**src/rtl/gpo_shift_pkg.sv**
```systemverilog
// gpo_shift_pkg
// Shared definitions for the GPO serial shift driver.
//   gpo_state_e      : 2-bit FSM encoding (IDLE=0, SHIFT_LO=1, SHIFT_HI=2, LATCH=3)
//   GPO_SHIFT_BITS   : width of the output word shipped per transfer
//   GPO_SHIFT_CNT_W  : width of the bit counter that walks the word
package gpo_shift_pkg;

  localparam int GPO_SHIFT_BITS  = 32;
  localparam int GPO_SHIFT_CNT_W = $clog2(GPO_SHIFT_BITS);

  typedef enum logic [1:0] {
    ST_IDLE     = 2'd0,
    ST_SHIFT_LO = 2'd1,
    ST_SHIFT_HI = 2'd2,
    ST_LATCH    = 2'd3
  } gpo_state_e;

endpackage

```
**src/rtl/gpo_tick_gen.sv**
```systemverilog
// gpo_tick_gen
// DIV-cycle phase counter. Counts 0..DIV-1 and raises phase_end on the
// last count of each phase. A synchronous clear restarts the phase so the
// first cycle after a clear is count 0.
// Ports:
//   clk       in   system clock
//   reset     in   synchronous active-high reset
//   clear     in   restart the phase on the next edge
//   phase_end out  high on the final cycle of a DIV-cycle phase
module gpo_tick_gen #(
  parameter int DIV = 4
) (
  input  logic clk,
  input  logic reset,
  input  logic clear,
  output logic phase_end
);

  // A DIV of 1 still needs a 1-bit counter; it simply never leaves 0.
  localparam int CW = (DIV > 1) ? $clog2(DIV) : 1;
  localparam logic [CW-1:0] LAST = CW'(DIV - 1);

  logic [CW-1:0] cnt;

  always_ff @(posedge clk) begin
    if (reset || clear || (cnt == LAST)) begin
      cnt <= '0;
    end else begin
      cnt <= cnt + 1'b1;
    end
  end

  assign phase_end = (cnt == LAST);

endmodule

```
**src/rtl/gpo_shift_driver.sv**
```systemverilog
// gpo_shift_driver
// Ships the 32-bit GPO word MSB-first to an external 74HC595-style chain
// over sclk/sdata/latch. Each bit is a low half-period (data set up) then a
// high half-period (chain samples on the rising edge); after bit 0 a latch
// phase strobes the storage register. Every phase lasts DIV clock cycles,
// so a transfer is 65*DIV cycles.
//
// Requests: start is a level request sampled every cycle. In IDLE a request
// launches a transfer immediately; while busy (including the done cycle) it
// sets a pending flag so any number of requests collapse into one follow-up
// transfer, which launches after one IDLE cycle and ships the word present
// at launch time.
//
// Build option: define GPO_SHIFT_CHANGE_DETECT_EN to also treat
// word != last_sent as a request. Without it last_sent is not built.
//
// Ports:
//   clk, reset  in   system clock, synchronous active-high reset
//   word[31:0]  in   output word, bit 31 shifted first
//   start       in   transfer request
//   sclk        out  serial clock to the chain
//   sdata       out  serial data (0 in IDLE and LATCH)
//   latch       out  storage-register strobe
//   busy        out  transfer in progress
//   done        out  pulse on the last cycle of a transfer
//   dbg_state   out  current FSM state (gpo_state_e encoding)
module gpo_shift_driver
  import gpo_shift_pkg::*;
#(
  parameter int DIV = 4
) (
  input  logic                      clk,
  input  logic                      reset,
  input  logic [GPO_SHIFT_BITS-1:0] word,
  input  logic                      start,
  output logic                      sclk,
  output logic                      sdata,
  output logic                      latch,
  output logic                      busy,
  output logic                      done,
  output logic [1:0]                dbg_state
);

  gpo_state_e                 state;
  gpo_state_e                 state_next;
  logic [GPO_SHIFT_BITS-1:0]  shreg;
  logic [GPO_SHIFT_CNT_W-1:0] bitcnt;
  logic                       pending;
  logic                       phase_end;
  logic                       word_changed;
  logic                       req;
  logic                       launch;

`ifdef GPO_SHIFT_CHANGE_DETECT_EN
  logic [GPO_SHIFT_BITS-1:0] last_sent;

  always_ff @(posedge clk) begin
    if (reset) begin
      last_sent <= '0;
    end else if (launch) begin
      last_sent <= word;
    end
  end

  assign word_changed = (word != last_sent);
`else
  assign word_changed = 1'b0;
`endif

  assign req    = start | word_changed;
  assign launch = (state == ST_IDLE) && (req || pending);

  // Restarting the phase counter on every state change makes each state
  // last exactly DIV cycles regardless of where the free-running count was.
  gpo_tick_gen #(.DIV(DIV)) u_tick (
    .clk       (clk),
    .reset     (reset),
    .clear     (state_next != state),
    .phase_end (phase_end)
  );

  // State register
  always_ff @(posedge clk) begin
    if (reset) begin
      state <= ST_IDLE;
    end else begin
      state <= state_next;
    end
  end

  // Next-state logic
  always_comb begin
    state_next = state;
    case (state)
      ST_IDLE:     if (launch)    state_next = ST_SHIFT_LO;
      ST_SHIFT_LO: if (phase_end) state_next = ST_SHIFT_HI;
      ST_SHIFT_HI: if (phase_end) state_next = (bitcnt == '0) ? ST_LATCH : ST_SHIFT_LO;
      ST_LATCH:    if (phase_end) state_next = ST_IDLE;
      default:                    state_next = ST_IDLE;
    endcase
  end

  // Outputs decode the registered state and shift register only, so no
  // input reaches a pin combinationally.
  always_comb begin
    sclk  = 1'b0;
    sdata = 1'b0;
    latch = 1'b0;
    busy  = 1'b0;
    done  = 1'b0;
    case (state)
      ST_SHIFT_LO: begin
        busy  = 1'b1;
        sdata = shreg[GPO_SHIFT_BITS-1];
      end
      ST_SHIFT_HI: begin
        busy  = 1'b1;
        sclk  = 1'b1;
        sdata = shreg[GPO_SHIFT_BITS-1];
      end
      ST_LATCH: begin
        busy  = 1'b1;
        latch = 1'b1;
        done  = phase_end;
      end
      default: ;
    endcase
  end

  assign dbg_state = state;

  // Datapath: word capture, bit walk and request coalescing.
  always_ff @(posedge clk) begin
    if (reset) begin
      shreg   <= '0;
      bitcnt  <= '0;
      pending <= 1'b0;
    end else if (launch) begin
      shreg   <= word;
      bitcnt  <= GPO_SHIFT_CNT_W'(GPO_SHIFT_BITS - 1);
      pending <= 1'b0;
    end else begin
      if ((state != ST_IDLE) && req) begin
        pending <= 1'b1;
      end
      // Advance to the next bit at the end of a high phase, except after
      // bit 0 where the FSM moves on to LATCH instead.
      if ((state == ST_SHIFT_HI) && phase_end && (bitcnt != '0)) begin
        shreg  <= shreg << 1;
        bitcnt <= bitcnt - 1'b1;
      end
    end
  end

endmodule
```
**config.mk**
```make
export PLATFORM = sky130hd
export DESIGN_NAME = gpo_shift_driver
export DESIGN_NICKNAME = d
export VERILOG_FILES = /design/src/rtl/gpo_shift_pkg.sv /design/src/rtl/gpo_tick_gen.sv /design/src/rtl/gpo_shift_driver.sv
export SDC_FILE = /design/constraint.sdc
export NUM_CORES = 1
export LEC_CHECK = 0
export CORE_UTILIZATION = 52
export DETAILED_ROUTE_END_ITERATION = 10
export PLACE_DENSITY = 0.79
export SLEW_MARGIN = 20
export SYNTH_ARGS = -nofsm -noshare
export SYNTH_HDL_FRONTEND = slang
export SYNTH_SLANG_ARGS = --single-unit
```
**constraint.sdc**
```tcl
create_clock -name clk -period 2.5 [get_ports clk]
set_input_delay 0.375 -clock clk [delete_from_list [all_inputs] [get_ports clk]]
set_output_delay 0.375 -clock clk [all_outputs]
set_load 0.1 [all_outputs]
```
==> results.cfg, run 1 <==
[timing]
clock.fmax_mhz = 487
final_max_slew_viol_count = 0
whs_ns = 0.461
maxSlewHeadroom_pct = 72.8
hold_viol_final = 0
tightest_slew_ns = 0.404
rsz0062_at_grt = false
tns_ns = 0
period_share_pct = 82.2
min_period_ns = 2.05
finClkSkew_ns = 0.00717
postLayoutSetupSlackWorst_ns = 0.445
setup_violations = 0

[die]
ios = 42
coreArea_sq_mm = 0.00412
start_util_pct = 56.0
rows = 23
die_w_um = 68.6
dieHeight_um = 68.6
dieArea_sq_mm = 0.00470

[synthesis]
synth_top_flop_cell = dfxtp_1
yosysSeqAreaShare_pct = 36.5
synthTopCellsByArea = dfxtp_1 36%, a2111oi_2 17%, nor2_1 10%
synthesis.nets = 295
synth-edff-count = 0
netlist_instances = 253
synth.avg_cell_area_sq_um = 9.11
syn_area_sq_mm = 0.00230
synth_top_area_share_pct = 36.5
async_flop_share_pct = 0
yosysWarningCount = 0
synth.distinct_cells = 42
synth.cells.most_frequent = 63 x nor2_1, 42 x dfxtp_1, 33 x nor4_1, 26 x a2111oi_2, 12 x buf_2
ys_ff_latch = 42
yosysMostFrequentCell = nor2_1
synth_top_area_cell = dfxtp_1

[status]
outcome = complete, no violations

[cells_and_area]
syn2layout_area_growth_pct = 20.7
drive_gt1_share_pct = 21.8
instances_no_fill = 334
stdcell_area_sq_mm = 0.00278
final_util_pct = 67.6
antennaDiodeCount = 0
nNetsFinal = 326

[setup_path]
critPathLaunchType = register
required_ns = 2.68
crit_fanout = 20
crit_path_end_kind = register
r2r_end = shreg[29]
ff2ff_setup_slack_ns = 0.45
reg2reg_from = dbg_state[0]
critical_path.max_stage_delay_ns = 0.37
setup.worst_path.start = dbg_state[0]
path_buf_inv = 2
cp.depth = 6
arrival_ns = 2.23
crit_slowest_cell = a2111oi_1
worstSetupPathType = reg -> reg
cp-endpoint = shreg[29]
crit_chain = inv_1 -> ha_2 -> nand2_1 -> or2_2 -> buf_4 -> a2111oi_1
critPathTopFamily = simple AND/OR/NAND/NOR gates
r2r_cells = 6

[route]
drt_iter0_drc = 109
drt_wl_total_um = 4720
drtAntennaViolNets = 0
drc = 0
vias = 1995
viasPerCell = 5.97
wire_per_inst_um = 14.1
drt_pass1_iterations = 4

[min_path]
worstHoldPathType = reg -> reg
hp-start = u_tick.cnt[0]

[global_routing]
grt_max_degree = 66
globalRouteMet3Util_pct = 3.62
antenna_found_initial = 0
top_usage_layer = met2
grt.met2_usage_pct = 34.1
grt_pass1_vias = 1673
grt_overflow = 0
grt_pass1_wl_um = 7650
met1_usage_pct = 29.8
globalRouteTotalUtil_pct = 21.7

[power]
leakage_nw = 0.997
ir_drop_mv = 0.306
power_mw = 1.64
p_per_area_mw_per_mm2 = 588

[place]
dp_hpwl_um = 3110
dp_slack_ns = 0.460
placed_area_sq_mm = 0.00270
gp_congestion = 0.746
portBuffers = 41
dpl.cell_count = 327

[clock_tree]
numCtsBuffers = 5
cts_root_buf = clkbuf_8
tritoncts = yes
clk_pin_slew_ns = 0.08
worstSkewPairLatency_ns = 0.29
cts.sink_count = 42
ctsHoldBuffers = 0
clockBufferDepth = 2
htree_num_levels = 2
cts_resized = 0
cts_setup_buffers = 0

[run]
maxCapViolCount = 0
## per-layer routing
layer	share of wire, %	wire length, um	up-vias
li1	-	-	1016
met1	48	2280	924
met2	47	2190	50
met3	4.1	193	5
met4	1.1	51	0
met5	0	0	-
## final cells by class
cell class | instances | area [sq um]
well taps | 50 | 62.6
fillers | 335 | 1330
clock inverters | 2 | 10.0
multi-input cells | 178 | 1290
clock buffers | 5 | 68.8
inverters | 6 | 22.5
repair buffers | 51 | 488
flip-flops and latches | 42 | 843
## sequential cells by signal, summed over array words and instances (netlist names)
name and flops:
pending 1, u_tick.cnt 2, bitcnt 5, dbg_state 2
shreg 32
## power breakdown
group,internal (mW),total (mW),switching (mW)
registers,0.744,0.791,0.0470
logic,0.191,0.435,0.244
clock network,0.188,0.411,0.223
total,1.12,1.64,0.515
## placed cells by master, fill, tap and decap left out, types with 3 or more instances in the layout
master           Yosys  routed
dfxtp_1             42      40
a31oi_1              4       4
nor4_1              33      33
or3_1                3       3
a2111oi_2           26      26
clkdlybuf4s50_1      0      33
inv_1                6       6
nor2_1              63      63
clkbuf_8             0       5
a21oi_1              5       5
ha_1                 7       5
a2111oi_1            4       4
buf_4                3      15
## kinds of logic (layout without fill, tap and decap cells)
group / count (synthesis) / count (layout) / share of synthesized area, %
simple gates: 115 / 115 / 25.0
compound gates: 56 / 56 / 26.8
flops: 42 / 42 / 36.5
buf+inv: 33 / 64 / 7.98
fa+ha+maj: 7 / 7 / 3.80
## how the worst min path moves through the flow
| stage | end | slack, ns | depth (start not counted) |
|---|---|---|---|
| floorplan | u_tick.cnt[0] | 0.41 | 1 |
| global placement | u_tick.cnt[0] | 0.42 | 1 |
| detailed placement | u_tick.cnt[0] | 0.45 | 1 |
| CTS | u_tick.cnt[0] | 0.46 | 1 |
| global route | u_tick.cnt[0] | 0.49 | 1 |
| finish | u_tick.cnt[0] | 0.46 | 1 |
(Power assumes the default switching activity.)
==> run 2: changes to the inputs <==
- clock period: 2.5 -> 1.93 ns (I/O delays scaled with it)
==> results.cfg, run 2 (same netlist as run 1, synthesis figures left out) <==
[status]
outcome = complete, no violations

[run]
maxCapViolCount = 0

[timing]
rsz0062_at_grt = false
finClkSkew_ns = 0.0146
period_share_pct = 92.8
postLayoutSetupSlackWorst_ns = 0.138
hold_viol_final = 0
final_max_slew_viol_count = 0
setup_violations = 0
min_period_ns = 1.79
tightest_slew_ns = 0.454
maxSlewHeadroom_pct = 69.4
clock.fmax_mhz = 558

[global_routing]
grt_overflow = 0
grt_pass1_vias = 1851
antenna_found_initial = 0
globalRouteTotalUtil_pct = 24.3
grt_max_degree = 38
grt_pass1_wl_um = 8480

[route]
drt_wl_total_um = 5250
viasPerCell = 6.07
drtAntennaViolNets = 0
drt_iter0_drc = 139
vias = 2063
drc = 0
wire_per_inst_um = 15.4
drt_pass1_iterations = 4

[clock_tree]
numCtsBuffers = 5
clk_pin_slew_ns = 0.08
htree_num_levels = 2
tritoncts = yes
cts_resized = 0
cts_setup_buffers = 0
clockBufferDepth = 2
cts.sink_count = 42
ctsHoldBuffers = 0
cts_root_buf = clkbuf_8
worstSkewPairLatency_ns = 0.30

[cells_and_area]
top_regs = shreg x32, bitcnt x5
final_util_pct = 73.8
multi_input_area_sq_mm = 0.00138
nNetsFinal = 331
syn2layout_area_growth_pct = 31.8
final_common_cell = nor2_1
final_cell_mix = 63 x nor2_1, 40 x dfxtp_1, 33 x clkdlybuf4s50_1, 26 x a2111oi_2, 22 x nor4_1
seq_area_sq_um = 848
drive_gt1_share_pct = 27.9
n_fill_cell = 328
antennaDiodeCount = 0
largest_reg_flops = 32
stdcell_area_sq_mm = 0.00304
regMostFlops = shreg

[power]
leakage_nw = 1.06
p_sw_share_pct = 32.4
ir_drop_mv = 0.547
pwr-share-clk_pct = 25.2
power_mw = 2.24
p_per_area_mw_per_mm2 = 736
power.internal_mw = 1.51
p_sw_mw = 0.725
seq_power_share_pct = 46.2
pwr-share-comb_pct = 28.6

[setup_path]
arrival_ns = 1.98
crit_fanout = 8
crit_slowest_cell = or2_2
critPathTopFamily = simple AND/OR/NAND/NOR gates
required_ns = 2.12
crit_chain = inv_1 -> ha_1 -> nor4b_4 -> or2_2 -> buf_4 -> a2111oi_2
critical_path.max_stage_delay_ns = 0.40
crit_path_end_kind = register
path_buf_inv = 2
critPathLaunchType = register
worstSetupPathType = reg -> reg

[place]
portBuffers = 41
dp_slack_ns = 0.138
placed_area_sq_mm = 0.00295
dp_hpwl_um = 3550
gp_congestion = 0.765

[die]
start_util_pct = 56.0
coreArea_sq_mm = 0.00412
dieArea_sq_mm = 0.00470
ios = 42
rows = 23
dieHeight_um = 68.6
die_w_um = 68.6

[min_path]
worstHoldPathType = in -> reg
-- run 2: power by group through the flow --
stage                     sequential, mW  combinational, mW  clock, mW
after detailed placement            1.05              0.635          0
after CTS                           1.03              0.640      0.575
final                               1.03              0.640      0.563
after floorplan                     1.06              0.430          0
after global routing                1.05              0.695      0.611
after global placement              1.05              0.625          0
-- run 2: layout make-up --
cell class	instances	share of cell area, %
inverters	6	0.824
clock inverters	2	0.453
clock buffers	6	2.39
repair buffers	56	21.0
flip-flops and latches	42	27.9
well taps	50	2.06
multi-input cells	178	45.3
-- run 2: path summary, 6_finish.rpt --
path | start | end | slack (ns) | depth (start not counted)
max reg2reg | bitcnt[1] | shreg[4] | 0.14 | 6
max | bitcnt[1] | shreg[4] | 0.14 | 6
min reg2reg | u_tick.cnt[0] | u_tick.cnt[0] | 0.46 | 1
min | reset | bitcnt[2] | 0.41 | 2
-- run 2: per-stage QoR --
step,hold WS (ns),instances,setup TNS (ns)
6_report,0.415,340,0
5_1_grt,0.427,340,0
4_1_cts,0.405,340,0
3_5_place_dp,0.427,332,0
3_3_place_gp,0.427,332,0
2_1_floorplan,0.406,253,-0.207
-- run 2: metal layers --
metal / part of all wire [%] / routed length, um / track usage (%)
met5: 0 / 0 / 0
met2: 47 / 2480 / 39.7
met3: 3.8 / 198 / 5.43
met1: 47 / 2460 / 31.1
met4: 2.0 / 104 / 8.85
==> run 3: changes to the inputs <==
- CORE_UTILIZATION: 52 -> 40
- PLACE_DENSITY: 0.79 -> not set
==> results.cfg, run 3 (same netlist as run 1, synthesis figures left out) <==
[status]
outcome = complete, no violations

[setup_path]
crit_path_end_kind = register
setup.worst_path.start = bitcnt[0]
critical_path.max_stage_delay_ns = 0.50
crit_slowest_cell = or4_1
worstSetupPathType = reg -> reg
r2r_cells = 7
path_buf_inv = 3
crit_fanout = 18
required_ns = 2.16
critPathTopFamily = simple AND/OR/NAND/NOR gates
reg2reg_from = bitcnt[0]
crit_chain = inv_1 -> ha_1 -> nor4b_4 -> buf_4 -> clkbuf_16 -> or4_1 -> a31oi_1
cp.depth = 7
critPathLaunchType = register
ff2ff_setup_slack_ns = 0.10
arrival_ns = 2.06

[cells_and_area]
final_common_cell = nor2_1
regMostFlops = shreg
instances_no_fill = 362
drive_gt1_share_pct = 28.6
largest_reg_flops = 32
top_regs = shreg x32, bitcnt x5
syn2layout_area_growth_pct = 35.3
antennaDiodeCount = 0
nNetsFinal = 332
n_fill_cell = 498
final_cell_mix = 63 x nor2_1, 39 x dfxtp_1, 33 x clkdlybuf4s50_1, 26 x a2111oi_2, 22 x nor4_1

[timing]
maxSlewHeadroom_pct = 74.6
setup_violations = 0
period_share_pct = 94.8
tns_ns = 0
hold_viol_final = 0
finClkSkew_ns = 0.00836
final_max_slew_viol_count = 0
clock.fmax_mhz = 547
rsz0062_at_grt = true
min_period_ns = 1.83
tightest_slew_ns = 0.378
whs_ns = 0.248

[global_routing]
grt_overflow = 0
globalRouteTotalUtil_pct = 18.3
antenna_found_initial = 0
grt_pass1_vias = 1900
grt_max_degree = 38
grt_pass1_wl_um = 8880

[clock_tree]
ctsHoldBuffers = 0
tritoncts = yes
clockBufferDepth = 2
clk_pin_slew_ns = 0.08
cts.sink_count = 42
worstSkewPairLatency_ns = 0.29
cts_root_buf = clkbuf_8
numCtsBuffers = 5
htree_num_levels = 2

[min_path]
worstHoldPathType = in -> reg
hold_depth = 2
hp-start = reset

[route]
drt_iter0_drc = 83
drt_wl_total_um = 5290
drc = 0
wire_per_inst_um = 14.6
viasPerCell = 5.59
drtAntennaViolNets = 0
vias = 2025
drt_pass1_iterations = 4

[run]
maxCapViolCount = 0

[die]
ios = 42
rows = 27
dieHeight_um = 77.9
die_w_um = 77.9
dieArea_sq_mm = 0.00607
start_util_pct = 41.6
coreArea_sq_mm = 0.00554

[place]
dpl.cell_count = 353
gp_congestion = 0.797
dp_hpwl_um = 3380
portBuffers = 41

[power]
leakage_nw = 1.09
ir_drop_mv = 0.467
p_per_area_mw_per_mm2 = 753
## run 3: cell count changes in the layout (fill, tap and decap cells not counted)
cell | previous run | this run
buf_4 | 11 | 10
buf_6 | 0 | 1
clkbuf_1 | 1 | 0
clkbuf_16 | 0 | 2
clkbuf_8 | 5 | 6
clkinv_2 | 1 | 0
clkinv_4 | 1 | 0
dfxtp_1 | 40 | 39
dfxtp_2 | 0 | 1
or2_2 | 1 | 0
or2_4 | 0 | 1
## run 3: repair_timing
action,in CTS,in global routing
endpoints found under the setup margin,0,16
gates resized for setup,0,3
buffers inserted,0,1
## run 3: final timing paths
path / end
worst max-delay path: bitcnt[3]
worst min-delay path: dbg_state[1]
worst max register to register: bitcnt[3]
worst min register to register: u_tick.cnt[0]
## run 3: per-stage QoR
stage	cell area [sq um]	power [mW]	worst slack (ns)	util, %
after floorplan	2410	1.49	-0.0269	-
after global placement	2970	1.68	0.137	53.6
after detailed placement	2970	1.68	0.0611	53.6
after CTS	3080	2.35	0.0380	55.6
after global routing	3120	2.47	-0.00962	56.3
final	3120	2.35	0.100	56.3
## run 3: cell type report
class	count	area [sq um]	share of cell area, %
Sequential cell	42	850	27.2
Timing Repair Buffer	57	667	21.4
Tap cell	72	90.1	2.89
Clock buffer	7	108	3.45
Inverter	6	25.0	0.802
Multi-Input combinational cell	178	1380	44.2
## run 3: report_power, final
group | leakage (nW) | internal [mW] | switching, mW
logic | 0.685 | 0.305 | 0.349
registers | 0.350 | 0.963 | 0.0689
clock network | 0.0555 | 0.362 | 0.302
## run 3: routing by layer
layer	global-route usage, %	up-vias	wire (um)
li1	-	1029	-
met1	24.9	962	2610
met2	28.7	29	2470
met3	3.41	5	160
met4	6.67	0	56
met5	0	-	0
